## src/rtl/line_sequencer.sv

```systemverilog
// line_sequencer: frame-level raster controller that drives the line timer and emits line/frame timing.
// Optional watchdog on stalled line_end is compiled in with LINE_SEQ_WATCHDOG_EN.
module line_sequencer #(
  parameter int LINE_W       = 10,
  parameter int TOTAL_LINES  = 525,
  parameter int ACTIVE_LINES = 480,
  parameter int VSYNC_START  = 490,
  parameter int VSYNC_LINES  = 2,
  parameter int WDOG_CYCLES  = 128
) (
  input  logic              clk,
  input  logic              resetn,
  input  logic              start,
  input  logic              stop,
  input  logic              line_end,
  output logic              en_line_timer,
  output logic              busy,
  output logic [LINE_W-1:0] line_cnt,
  output logic              line_start,
  output logic              active_line,
  output logic              vsync,
  output logic              frame_start,
  output logic              frame_done,
  output logic              timeout_err
);
  localparam logic [0:0] IDLE = 1'b0;
  localparam logic [0:0] RUN  = 1'b1;
  // line-domain constants carry one extra bit so ACTIVE_LINES may equal 2^LINE_W
  localparam logic [LINE_W:0] LAST = (LINE_W+1)'(TOTAL_LINES - 1);
  localparam logic [LINE_W:0] ACT  = (LINE_W+1)'(ACTIVE_LINES);
  localparam logic [LINE_W:0] VS0  = (LINE_W+1)'(VSYNC_START);
  localparam logic [LINE_W:0] VS1  = (LINE_W+1)'(VSYNC_START + VSYNC_LINES);
  logic [0:0]      state;
  logic            stop_pend;
  logic            counted;
  logic            last_line;
  logic            wdog_hit;
  logic [LINE_W:0] next_line;
  function automatic logic is_active(input logic [LINE_W:0] l);
    return l < ACT;
  endfunction
  function automatic logic is_vsync(input logic [LINE_W:0] l);
    return l >= VS0 && l < VS1;
  endfunction
  assign counted   = state == RUN && line_end && en_line_timer;
  assign last_line = {1'b0, line_cnt} == LAST;
  assign next_line = last_line ? '0 : {1'b0, line_cnt} + 1'b1;
  always_ff @(posedge clk or negedge resetn) begin
    if (!resetn) begin
      state         <= IDLE;
      stop_pend     <= 1'b0;
      en_line_timer <= 1'b0;
      busy          <= 1'b0;
      line_cnt      <= '0;
      line_start    <= 1'b0;
      active_line   <= 1'b0;
      vsync         <= 1'b0;
      frame_start   <= 1'b0;
      frame_done    <= 1'b0;
    end else begin
      line_start  <= 1'b0;
      frame_start <= 1'b0;
      frame_done  <= 1'b0;
      if (state == IDLE) begin
        if (start) begin
          state         <= RUN;
          stop_pend     <= 1'b0;
          en_line_timer <= 1'b1;
          busy          <= 1'b1;
          line_cnt      <= '0;
          line_start    <= 1'b1;
          frame_start   <= 1'b1;
          active_line   <= is_active('0);
          vsync         <= is_vsync('0);
        end
      end else begin
        if (stop)
          stop_pend <= 1'b1;
        // halt at frame end (stop arriving on the final edge still counts) or on watchdog expiry
        if (wdog_hit || (counted && last_line && (stop_pend || stop))) begin
          state         <= IDLE;
          stop_pend     <= 1'b0;
          en_line_timer <= 1'b0;
          busy          <= 1'b0;
          line_cnt      <= '0;
          active_line   <= 1'b0;
          vsync         <= 1'b0;
          frame_done    <= !wdog_hit;
        end else if (counted) begin
          line_cnt    <= next_line[LINE_W-1:0];
          line_start  <= 1'b1;
          frame_start <= last_line;
          frame_done  <= last_line;
          active_line <= is_active(next_line);
          vsync       <= is_vsync(next_line);
        end
      end
    end
  end
`ifdef LINE_SEQ_WATCHDOG_EN
  localparam int WDOG_W = $clog2(WDOG_CYCLES + 1);
  logic [WDOG_W-1:0] wdog_cnt;
  assign wdog_hit = state == RUN && !counted && wdog_cnt == WDOG_W'(WDOG_CYCLES - 1);
  always_ff @(posedge clk or negedge resetn) begin
    if (!resetn) begin
      wdog_cnt    <= '0;
      timeout_err <= 1'b0;
    end else begin
      wdog_cnt    <= (state == IDLE || counted) ? '0 : wdog_cnt + 1'b1;
      timeout_err <= (state == IDLE && start) ? 1'b0 : (timeout_err || wdog_hit);
    end
  end
`else
  // never true for a legal WDOG_CYCLES; keeps the parameter referenced
  assign wdog_hit    = WDOG_CYCLES < 0;
  assign timeout_err = 1'b0;
`endif
endmodule
```

## config.mk

```make
export PLATFORM = sky130hd
export DESIGN_NAME = line_sequencer
export DESIGN_NICKNAME = d
export VERILOG_FILES = /design/src/rtl/line_sequencer.sv
export SDC_FILE = /design/constraint.sdc
export NUM_CORES = 1
export LEC_CHECK = 0
export BUFFER_PORTS_ARGS = -buffer_cell sky130_fd_sc_hd__buf_2
export CAP_MARGIN = 20
export CORE_UTILIZATION = 30
export CTS_CLUSTER_SIZE = 24
export DETAILED_ROUTE_END_ITERATION = 16
export GPL_TIMING_DRIVEN = 0
export PLACE_DENSITY_LB_ADDON = 0.2
export SLEW_MARGIN = 15
export SYNTH_ARGS = -nofsm -noshare
export SYNTH_HDL_FRONTEND = slang
export SYNTH_SLANG_ARGS = --single-unit
```

## constraint.sdc

```tcl
create_clock -name clk -period 2.3 [get_ports clk]
set_input_delay 0.46 -clock clk [delete_from_list [all_inputs] [get_ports clk]]
set_output_delay 0.46 -clock clk [all_outputs]
set_load 0.01 [all_outputs]
```

==> results.yml <==
global_route:
  grt_util_met2: 0.260
  grt_use_met1: 0.198
  antenna_found_initial: 0
  top_usage_layer: "met2"
  grt_pass1_vias: 862
  grt_use_met3: 0.0186
  gr-total-overflow: 0
  grt_pass1_wl_um: 4150
  grt_max_degree: 19
  grt_usage: 0.151
power:
  p_leak_nw: 0.619
  p_sw_frac: 0.344
  finalPower_mw: 0.818
  p_per_area_nw_per_um2: 645
  clockPowerShare: 0.238
  pwr-share-comb: 0.263
  ir_drop_mv: 0.320
  p_int_mw: 0.537
  p_sw_mw: 0.281
  seq_power_share: 0.499
synth:
  yosys.cell_types.count: 42
  synth.top_cell.area_share: 0.421
  synth_edf_count: 0
  syn_inst: 114
  synth_seq_cells: 18
  synth_fp_nets: 121
  netlist_top_cells_area: "dfrtp_1 42%, o21ai_1 6.1%, nor2_1 5.3%, nand2_1 4.6%, ha_1 2.3%"
  netlist_area_um2: 1070
  synth_area_leader_cell: "dfrtp_1"
  yosysSeqAreaShare: 0.421
  synth_flop_cell: "dfrtp_1"
  yosysWarnings: 0
  synth.most_common_cell: "dfrtp_1"
  synthArstFlopShare: 1.00
  synth_common_cells: "18 x dfrtp_1, 15 x nor2_1, 13 x nand2_1, 13 x o21ai_1, 4 x nand3_1"
  synth.avg_cell_area_um2: 9.38
timing:
  fmax_mhz: 497
  hold_viol: 0
  period_needed_ps: 2010
  rsz0062_at_grt: "false"
  fin_skew_ps: 2.78
  finalMaxSlewViolations: 0
  post-route-period-util: 0.874
  tns_ps: 0
  finalSetupViolations: 0
setup_path:
  worstPathArrival_ps: 2180
  critPathTopFamily: "compound AO/OA/AOI/OAI gates"
  cp-start-kind: "register"
  crit_fanout: 10
  cp.buffers_inverters: 1
  required_ps: 2470
  cpMaxStageDelayCell: "dfrtp_1"
  crit_chain: "inv_1 -> ha_1 -> or3b_4 -> o31ai_4 -> nor2b_1 -> o21ai_1 -> o31ai_1"
  worst_setup_path_end_kind: "register"
  critPathMaxStageDelay_ps: 500
  critical_path_class: "reg -> reg"
routing:
  antenna_left: 0
  drtIter0Drc: 22
  drt_wl_total_um: 2460
  drtPass1Iterations: 4
  wl_per_cell_um: 13.3
  drc: 0
  vias_per_cell: 5.07
  num_vias: 938
clock_tree:
  clkSinkCount: 18
  cts_buffers: 3
  htreeDepth: 1
  post_cts_buffers: 0
  cts_hold_buffers: 0
  cts_root_buf: "clkbuf_4"
  clk_latency_ps: 290
  clock_path_buffers: 2
  clk_pin_slew_worst_paths_ps: 110
  cts_resized: 0
  cts_tree: "done"
floorplan:
  die_h_um: 61.7
  start_util: 0.318
  rows: 21
  die_w_um: 61.7
  core_um2: 3360
  dieArea_um2: 3810
  io_pins: 23
place:
  dpl_cell_area_um2: 1230
  numPortBuffers: 21
  place.detailed.hpwl_um: 1820
  gp_congestion: 0.774
cells_and_area:
  nNetsFinal: 147
  syn_to_final_growth_pct: 18.6
  drive_gt1_frac: 0.302
  num_antenna_cells: 0
  final_area_um2: 1270
run_status:
  status: "complete, no violations"
job:
  drv_cap: 0
worst_hold_path:
  hold_class: "in -> async"
[kinds of logic (layout without fill, tap and decap cells)]
| family | count (synthesis) | in the layout | synth area share |
|---|---|---|---|
| flip-flops | 18 | 18 | 0.421 |
| adder cells (fa/ha/maj) | 2 | 2 | 0.0234 |
| multiplexers | 1 | 1 | 0.00936 |
| XOR/XNOR | 2 | 2 | 0.0164 |
| AND/OR/NAND/NOR | 56 | 56 | 0.306 |
| other | 1 | 1 | 0.00351 |
| AO/OA/AOI/OAI | 29 | 29 | 0.188 |
| buffers and inverters | 5 | 30 | 0.0316 |
[routing by layer]
metal  vias up  share of wire
met5         -              0
met4         0         0.0069
met3         2          0.043
met2        24           0.46
met1       453           0.49
li1        459              -
[per-stage QoR]
step                setup slack, ps  hold WS [ps]  utilization  std cells
detailed placement              269           422        0.366        181
floorplan                       496           164            -        114
CTS                             241          86.4        0.377        185
global placement                298           421        0.366        181
global route                   89.9          95.9        0.377        185
finish                          289          80.7        0.377        185
[placed cells by master, fill, tap and decap left out, types with 2 or more instances in the layout]
master,count
clkbuf_4,3
buf_4,2
ha_1,2
xor2_1,2
nor4b_1,2
o21ai_0,2
dfrtp_1,18
a21oi_1,3
nand2_1,13
nor2_2,2
o31ai_1,2
nand2b_1,2
a22o_1,2
nor2_1,15
nand3_1,4
buf_2,21
inv_1,2
nor2b_1,3
o21ai_1,13
[power by group through the flow]
stage / Sequential, mW / Combinational (mW) / Clock (mW)
after CTS: 0.409 / 0.218 / 0.209
after global routing: 0.414 / 0.243 / 0.219
after global placement: 0.411 / 0.214 / 0
after detailed placement: 0.414 / 0.217 / 0
after floorplan: 0.410 / 0.139 / 0
final: 0.408 / 0.215 / 0.195
[area by class of cell]
| class | count | area [um^2] |
|---|---|---|
| inverter | 2 | 7.51 |
| clock buffer | 4 | 36.3 |
| sequential | 18 | 450 |
| tap | 46 | 57.6 |
| fill | 383 | 2090 |
| multi-input combinational | 91 | 586 |
| buffer | 3 | 26.3 |
| timing repair buffer | 21 | 105 |
[worst reg2reg max path: cells and delay by family, from the launching register on]
kind | cells | cell delay, ps
buf+inv | 1 | 100
compound gates | 3 | 650
simple gates | 2 | 510
fa+ha+maj | 1 | 130
flops | 1 | 500
[path summary, 6_finish.rpt]
path                                  start           to  slack (ps)  depth (start not counted)
worst max-delay path            line_cnt[0]  line_cnt[3]         290                          7
worst min-delay path                 resetn    stop_pend          80                          1
worst max register to register  line_cnt[0]  line_cnt[3]         290                          7
worst min register to register        vsync        vsync         530                          1
max in group asynchronous            resetn  active_line        1940                          1
min in group clk                      start        state         430                          3
[registers in the layout (all words and copies together), names as in the netlist]
signal / cells
line_cnt: 10
active_line: 1
busy: 1
frame_done: 1
frame_start: 1
line_start: 1
state: 1
stop_pend: 1
vsync: 1
(Power assumes the default switching activity.)
